==> src/rtl/hack_pkg.sv <==
// hack_pkg: shared types and instruction field positions for the Hack ALU sequencer
package hack_pkg;
    typedef enum logic [2:0] {IDLE, ISSUE, WAIT, COMMIT, ERROR} state_t;
    typedef struct packed {
        logic zx;
        logic nx;
        logic zy;
        logic ny;
        logic f;
        logic no;
    } alu_ctrl_t;
    localparam int IS_C    = 15;
    localparam int A_BIT   = 12;
    localparam int CTRL_HI = 11;
    localparam int CTRL_LO = 6;
    localparam int DEST_HI = 5;
    localparam int DEST_LO = 3;
    localparam int JMP_HI  = 2;
    localparam int JMP_LO  = 0;
    // bit positions inside the 3-bit destination field
    localparam int DEST_A  = 2;
    localparam int DEST_D  = 1;
    localparam int DEST_M  = 0;
endpackage

==> src/rtl/hack_jump_eval.sv <==
// hack_jump_eval: decides whether a C-instruction jump is taken from its j bits and the ALU flags
module hack_jump_eval (
    input  logic [2:0] j,
    input  logic       zr,
    input  logic       ng,
    output logic       take
);
    assign take = (j[2] & ng) | (j[1] & zr) | (j[0] & ~ng & ~zr);
endmodule

==> src/rtl/hack_alu_sequencer.sv <==
// hack_alu_sequencer: Hack CPU sequencer holding A/D/PC and driving an external ALU through a ready handshake
module hack_alu_sequencer
    import hack_pkg::*;
#(
    parameter int ALU_TIMEOUT = 16,
    parameter int PC_W        = 15
) (
    input  logic            clk,
    input  logic            reset,
    input  logic            ce,
    input  logic [15:0]     inst,
    input  logic            inst_valid,
    output logic            inst_ready,
    input  logic [15:0]     inM,
    output logic [15:0]     alu_x,
    output logic [15:0]     alu_y,
    output logic            alu_zx,
    output logic            alu_nx,
    output logic            alu_zy,
    output logic            alu_ny,
    output logic            alu_f,
    output logic            alu_no,
    output logic            alu_ce,
    output logic            alu_rst,
    input  logic [15:0]     alu_out,
    input  logic            alu_zr,
    input  logic            alu_ng,
    input  logic            alu_rd_rdy,
    output logic [15:0]     outM,
    output logic            writeM,
    output logic [PC_W-1:0] addressM,
    output logic [PC_W-1:0] pc,
    output logic            err
);
    localparam int CW = $clog2(ALU_TIMEOUT + 1);
    localparam logic [CW-1:0] LIMIT = CW'(ALU_TIMEOUT - 1);

    state_t          state, nxt;
    logic [15:0]     a, d, res;
    logic            res_zr, res_ng, rst_q, take, accept, busy;
    logic [12:0]     ir;
    logic [CW-1:0]   cnt;
    logic [2:0]      dest;
    alu_ctrl_t       ctrl;

    assign busy   = (state == ISSUE) || (state == WAIT);
    assign accept = inst_ready && inst_valid;
    assign dest   = ir[DEST_HI:DEST_LO];

    always_ff @(posedge clk) begin
        if (reset)
            state <= IDLE;
        else if (ce)
            state <= nxt;
    end

    always_comb begin
        nxt = state;
        unique case (state)
            IDLE:    nxt = (accept && inst[IS_C]) ? ISSUE : IDLE;
            ISSUE:   nxt = WAIT;
            // a result arriving on the final allowed cycle still wins over the timeout
            WAIT:    nxt = alu_rd_rdy ? COMMIT : (cnt == LIMIT) ? ERROR : WAIT;
            COMMIT:  nxt = IDLE;
            ERROR:   nxt = ERROR;
            default: nxt = IDLE;
        endcase
    end

    always_comb begin
        inst_ready = ce && !reset && (state == IDLE);
        alu_ce     = ce && busy;
        writeM     = ce && (state == COMMIT) && dest[DEST_M];
        alu_rst    = reset || rst_q || (state == COMMIT);
        err        = (state == ERROR);
        ctrl       = busy ? alu_ctrl_t'(ir[CTRL_HI:CTRL_LO]) : '0;
    end

    always_ff @(posedge clk) begin
        if (reset) begin
            a      <= '0;
            d      <= '0;
            pc     <= '0;
            ir     <= '0;
            cnt    <= '0;
            res    <= '0;
            res_zr <= 1'b0;
            res_ng <= 1'b0;
            rst_q  <= 1'b1;
        end else if (ce) begin
            rst_q <= 1'b0;
            cnt   <= (state == WAIT) ? cnt + CW'(1) : '0;
            if (accept && !inst[IS_C]) begin
                a  <= {1'b0, inst[14:0]};
                pc <= pc + PC_W'(1);
            end
            if (accept && inst[IS_C])
                ir <= inst[12:0];
            if (state == WAIT && alu_rd_rdy) begin
                res    <= alu_out;
                res_zr <= alu_zr;
                res_ng <= alu_ng;
            end
            // jump target and addressM both use A as it was before this commit
            if (state == COMMIT) begin
                if (dest[DEST_A])
                    a <= res;
                if (dest[DEST_D])
                    d <= res;
                pc <= take ? a[PC_W-1:0] : pc + PC_W'(1);
            end
        end
    end

    hack_jump_eval u_jump (
        .j    (ir[JMP_HI:JMP_LO]),
        .zr   (res_zr),
        .ng   (res_ng),
        .take (take)
    );

    assign alu_x    = d;
    assign alu_y    = ir[A_BIT] ? inM : a;
    assign alu_zx   = ctrl.zx;
    assign alu_nx   = ctrl.nx;
    assign alu_zy   = ctrl.zy;
    assign alu_ny   = ctrl.ny;
    assign alu_f    = ctrl.f;
    assign alu_no   = ctrl.no;
    assign outM     = res;
    assign addressM = a[PC_W-1:0];
endmodule

==> config.mk <==
export PLATFORM = sky130hd
export DESIGN_NAME = hack_alu_sequencer
export DESIGN_NICKNAME = d
export VERILOG_FILES = /design/src/rtl/hack_pkg.sv /design/src/rtl/hack_jump_eval.sv /design/src/rtl/hack_alu_sequencer.sv
export SDC_FILE = /design/constraint.sdc
export NUM_CORES = 1
export LEC_CHECK = 0
export BUFFER_PORTS_ARGS = -buffer_cell sky130_fd_sc_hd__buf_2
export CORE_AREA = 2 2 91 93
export DETAILED_ROUTE_END_ITERATION = 6
export DIE_AREA = 0 0 93 95
export PLACE_DENSITY = 0.88
export SLEW_MARGIN = 0
export SYNTH_ARGS = -nofsm -noshare
export SYNTH_HDL_FRONTEND = slang
export SYNTH_SLANG_ARGS = --single-unit
export TNS_END_PERCENT = 50
==> constraint.sdc <==
create_clock -name clk -period 3.8 [get_ports clk]
set_input_delay 0.19 -clock clk [delete_from_list [all_inputs] [get_ports clk]]
set_output_delay 0.19 -clock clk [all_outputs]
set_load 0.02 [all_outputs]
==> results of run 1 <==
-- kinds of logic after synthesis --
family / after synthesis
xor+xnor: 4
buf+inv: 79
fa+ha+maj: 3
simple gates: 180
mux: 26
compound gates: 129
flops: 87
-- critical path: stages (launching register included) --
cell and delay, ps:
dfxtp_1 430, or4b_4 610, nor3_4 730, mux2i_1 290
nor2_1 60
-- synth_stat cells, types with 2 or more instances --
cell,count
dfxtp_1,87
nand2_1,81
a21oi_1,45
nor2_1,29
inv_1,27
clkbuf_1,25
nand3_1,24
mux2i_1,23
o21ai_0,18
a221oi_1,15
buf_4,15
o22ai_1,14
buf_2,10
o32ai_1,10
and2_1,9
nor4_1,8
a31oi_1,4
nand4_1,4
or3_1,4
a211oi_1,3
a21o_1,3
a22oi_1,3
ha_1,3
mux2_2,3
nor2b_1,3
nor3b_1,3
o21a_1,3
nor3_1,2
xnor2_1,2
xor2_1,2
-- worst min path at each step --
stage,from,endpoint,slack [ps]
3_5_place_dp,alu_x[5],alu_x[5],450
6_report,alu_out[0],outM[0],80
2_1_floorplan,inst[10],ir[10],340
3_3_place_gp,rst_q,rst_q,440
5_1_grt,alu_zr,res_zr,90
4_1_cts,alu_out[0],outM[0],80
-- metrics by stage --
step / instances / area (sq um) / utilization [%] / power, W / hold slack [ps]
2_1_floorplan: 508 / 4170 / - / 0.00104 / 337
3_3_place_gp: 705 / 4750 / 59.9 / 0.00109 / 440
3_5_place_dp: 705 / 4750 / 59.9 / 0.00109 / 447
4_1_cts: 721 / 4950 / 62.4 / 0.00172 / 76.4
5_1_grt: 721 / 4950 / 62.4 / 0.00178 / 85.3
6_report: 721 / 4950 / 62.4 / 0.00172 / 83.9
-- cell type report --
class | count | area share, %
Inverter | 27 | 2.05
Clock inverter | 7 | 1.49
Timing Repair Buffer | 144 | 14.6
Tap cell | 105 | 2.66
Sequential cell | 87 | 35.2
Clock buffer | 9 | 2.50
Multi-Input combinational cell | 342 | 41.5
-- registers in the layout, indices dropped and copies added (netlist names) --
signal  cells
a          16
rst_q       1
alu_x      16
ir         13
cnt         5
outM       16
res_ng      1
state       3
res_zr      1
pc         15
-- metal layers --
layer / GRT usage, % / routed length [um] / vias up
met5: 0 / 0 / -
met4: 6.86 / 191 / 0
met3: 6.78 / 1090 / 21
met2: 42.0 / 5420 / 195
met1: 34.0 / 4910 / 1969
li1: - / - / 1992
-- power groups by stage --
stage | Combinational (W) | Clock (W) | Sequential [W]
6_report | 0.000139 | 0.000645 | 0.000936
5_1_grt | 0.000150 | 0.000692 | 0.000938
3_5_place_dp | 0.000137 | 0 | 0.000957
4_1_cts | 0.000138 | 0.000648 | 0.000936
2_1_floorplan | 0.0000890 | 0 | 0.000952
3_3_place_gp | 0.000134 | 0 | 0.000957
==> flow_summary.json, run 1 <==
{
  "finalMaxSlewViolations": 0,
  "grt_overflow": 0,
  "critPathMaxFanout": 14,
  "finalNetCount": 669,
  "drt-pass1-iter-count": 5,
  "wl_um": 11600,
  "core_area_sq_um": 7930,
  "syn_area_sq_um": 4170,
  "synth-main-ff-cell": "dfxtp_1",
  "ys_seq_elements": 87,
  "crit-reg2reg-launch": "state[1]",
  "rr_endpoint": "ir[2]",
  "htreeDepth": 3,
  "synth-warning-count": 0,
  "crit_path_start_kind": "flip-flop",
  "synth_top_area_cell": "dfxtp_1",
  "synth-simple-area-share_pct": 21.1,
  "antenna_found_initial": 0,
  "synth_top_area_share_pct": 41.8,
  "synth_nets": 566,
  "finalCritPeriodShare_pct": 59.8,
  "grt_usage_pct": 25.7,
  "swShare_pct": 25.6,
  "pwr_density_cell_nw_per_um2": 348,
  "tns_ps": 0,
  "grt_max_degree": 46,
  "worst_slew_pin_slew_ps": 971,
  "pwr-share-comb_pct": 8.1,
  "syn_inst": 508,
  "clock-sinks": 87,
  "fillers": 734,
  "reg2regPathDepth": 4,
  "synth-compound-area-share_pct": 20.1,
  "endpoint": "ir[2]",
  "finalSetupViolations": 0,
  "synth_edf_count": 0,
  "die_y_um": 95,
  "ff2ff_setup_slack_ps": 1530,
  "pin_count": 144,
  "clkPwrFrac_pct": 37.5,
  "cts_hold_buf": 0,
  "worstHoldPathType": "in2reg",
  "antenna_cells": 0,
  "place_ws_ps": 1470,
  "post_synth_xor_area_fraction_pct": 0.841,
  "port_buffers": 143,
  "synthMuxAreaShare_pct": 6.34,
  "final_common_cell": "buf_2",
  "seqCellArea_sq_um": 1740,
  "rsz0062_at_grt": "no",
  "synthAdderAreaFrac_pct": 0.901,
  "maxSlewHeadroom_pct": 35.2,
  "clk_path_buf_depth": 2,
  "p_sw_w": 0.000441,
  "path_class": "reg2reg",
  "numCtsBuffers": 9,
  "rows": 33,
  "layout_common_cells": "buf_2, dfxtp_1, nand2_1",
  "multi_input_area_sq_um": 2050,
  "drc": 0,
  "grt_pass1_wl_um": 18300,
  "synth-seq-area-share_pct": 41.8,
  "cp-startpoint": "state[1]",
  "path_clk_slew_ps": 90,
  "p_seq_share_pct": 54.4,
  "start_util_pct": 52.5,
  "die_area_sq_um": 8840,
  "synth_top_family_by_area": "simple AND/OR/NAND/NOR gates",
  "arrival_ps": 2480,
  "wl_per_cell_um": 16.1,
  "place_congestion": 0.941,
  "outcome": "finished clean",
  "drive_above_1_share_pct": 27.9,
  "drt-initial-drc-count": 264,
  "ctsResizeCount": 0,
  "synth_area_per_cell_sq_um": 8.20,
  "required_ps": 4010,
  "p_int_w": 0.00128,
  "synthArstFlopShare_pct": 0,
  "clock_latency_ps": 350,
  "vias_per_cell": 5.79,
  "areaGrowthSynthToFinish_pct": 18.7,
  "cap_viol_max_count": 0,
  "place_hpwl_um": 8470,
  "drt.antenna.violating_nets": 0,
  "cts_tree": "done",
  "die_w_um": 93,
  "hold_viol_final": 0,
  "finalWorstSetupSlack_ps": 1530,
  "vias": 4177,
  "fmax_ghz": 0.440,
  "root_buffer": "clkbuf_8",
  "yosys-top-cells-area": "dfxtp_1, nand2_1, mux2i_1",
  "irDropWorstVdd_mv": 0.246,
  "cts_setup_buffers": 0,
  "ys_types": 56,
  "leakage_nw": 2.09,
  "worstHoldPathCells": 3,
  "grt_pass1_vias": 3738,
  "cp-end-kind": "flip-flop",
  "period_minus_slack_ps": 2270,
  "skew_ps": 7.74
}
Note: power is estimated with default switching activity, not from simulation.
==> inputs of run 2 (changes only) <==
--- a/config.mk
+++ b/config.mk
@@ -6,10 +6,10 @@
 export NUM_CORES = 1
 export LEC_CHECK = 0
 export BUFFER_PORTS_ARGS = -buffer_cell sky130_fd_sc_hd__buf_2
-export CORE_AREA = 2 2 91 93
+export CORE_AREA = 2 2 95 97
 export DETAILED_ROUTE_END_ITERATION = 6
-export DIE_AREA = 0 0 93 95
-export PLACE_DENSITY = 0.88
+export DIE_AREA = 0 0 97 99
+export PLACE_DENSITY = 0.82
 export SLEW_MARGIN = 0
 export SYNTH_ARGS = -nofsm -noshare
 export SYNTH_HDL_FRONTEND = slang
==> constraint.sdc (replaced) <==
create_clock -name clk -period 2.2 [get_ports clk]
set_input_delay 0.11 -clock clk [delete_from_list [all_inputs] [get_ports clk]]
set_output_delay 0.11 -clock clk [all_outputs]
set_load 0.02 [all_outputs]
==> flow_summary.json, run 2 (synthesis gave the netlist of run 1 again) <==
{
  "outcome": "finished clean",
  "grt_pass1_wl_um": 19100,
  "maxSlewHeadroom_pct": 44.1,
  "clock-sinks": 87,
  "place_hpwl_um": 8920,
  "swShare_pct": 25.8,
  "clk_path_buf_depth": 2,
  "start_util_pct": 48.7,
  "drt-initial-drc-count": 276,
  "cts_tree": "done",
  "grt_usage_pct": 24.1,
  "grt_max_degree": 56,
  "numCtsBuffers": 9,
  "arrival_ps": 2300,
  "drt.antenna.violating_nets": 0,
  "crit_path_start_kind": "flip-flop",
  "die_area_sq_um": 9600,
  "drive_above_1_share_pct": 28.8,
  "htreeDepth": 3,
  "worstHoldPathType": "in2reg",
  "cp-end-kind": "flip-flop",
  "vias": 4176,
  "rows": 34,
  "path_clk_slew_ps": 90,
  "antenna_cells": 0,
  "wl_per_cell_um": 16.0,
  "irDropWorstVdd_mv": 0.382,
  "period_minus_slack_ps": 2030,
  "path_class": "reg2reg",
  "p_seq_share_pct": 56.8,
  "critPathMaxFanout": 12,
  "p_sw_w": 0.000732,
  "cts_hold_buf": 1,
  "areaGrowthSynthToFinish_pct": 21.5,
  "drt-pass1-iter-count": 5,
  "rsz0062_at_grt": "no",
  "drc": 0,
  "pwr_density_cell_nw_per_um2": 561,
  "grt_pass1_vias": 3987,
  "final_common_cell": "buf_2",
  "clkPwrFrac_pct": 34.3,
  "hold_viol_final": 0,
  "p_int_w": 0.00211,
  "finalCritPeriodShare_pct": 92.3,
  "cap_viol_max_count": 0,
  "ctsResizeCount": 0,
  "finalMaxSlewViolations": 0,
  "die_w_um": 97,
  "finalInstanceArea_sq_um": 5060,
  "skew_ps": 12.9,
  "leakage_nw": 2.15,
  "port_buffers": 143,
  "die_y_um": 99,
  "worst_slew_pin_slew_ps": 838,
  "place_congestion": 0.893,
  "core_area_sq_um": 8550,
  "wl_um": 11800,
  "finalNetCount": 685,
  "finalSetupViolations": 0,
  "pwr-share-comb_pct": 8.8,
  "vias_per_cell": 5.64,
  "root_buffer": "clkbuf_8",
  "placed_area_sq_um": 4860,
  "required_ps": 2470,
  "layout_common_cells": "buf_2, dfxtp_1, nand2_1",
  "clock_latency_ps": 350,
  "antenna_found_initial": 0,
  "fmax_ghz": 0.492,
  "tns_ps": 0,
  "grt_overflow": 0,
  "cts_setup_buffers": 0,
  "pin_count": 144
}
run 2: cell count changes in the layout (fill, tap and decap cells not counted), sizes merged:
cell	previous run	this run
clkinvlp	1	2
bufinv	1	0
dlygate4sd3	0	3
buf	144	157
clkbuf	9	12
clkinv	5	2
run 2: critical path, cell delays in order (launching register included):
cell and delay, ps:
dfxtp_1 610, and4b_1 410, a21o_1 330, nand2_1 350, o2bb2ai_1 240
run 2: stage by stage:
stage,total power (W),std cells,utilization [%],hold slack [ps],worst slack (ps)
floorplan,0.00180,508,-,257,486
global placement,0.00189,721,56.9,358,376
detailed placement,0.00190,721,56.9,368,249
CTS,0.00284,738,58.9,0.880,208
global route,0.00294,740,59.2,15.6,2.82
finish,0.00284,740,59.2,9.40,169
run 2: area by class of cell:
cell class | count | area, sq um
Clock inverter | 4 | 32.5
Tap cell | 108 | 135
Multi-Input combinational cell | 342 | 2050
Clock buffer | 12 | 135
Fill cell | 788 | 3490
Sequential cell | 87 | 1740
Timing Repair Buffer | 160 | 863
Inverter | 27 | 101
run 2: routing by layer:
layer	routed length (um)	global-route usage [%]
met1	5090	32.0
met2	5580	39.7
met3	941	4.40
met4	229	8.34
met5	0	0
run 2: power by group through the flow:
stage | registers [W] | clock network, W | logic, W
6_report | 0.00161 | 0.000974 | 0.000251
5_1_grt | 0.00162 | 0.00105 | 0.000273
4_1_cts | 0.00161 | 0.000983 | 0.000248
3_5_place_dp | 0.00165 | 0 | 0.000246
3_3_place_gp | 0.00165 | 0 | 0.000241
2_1_floorplan | 0.00165 | 0 | 0.000154
run 2: path summary, 6_finish.rpt:
check,from,end,slack [ps],depth (start not counted)
max,state[1],pc[2],170,4
min,alu_out[5],outM[5],9,3
max reg2reg,state[1],pc[2],170,4
min reg2reg,alu_x[8],alu_x[8],460,2
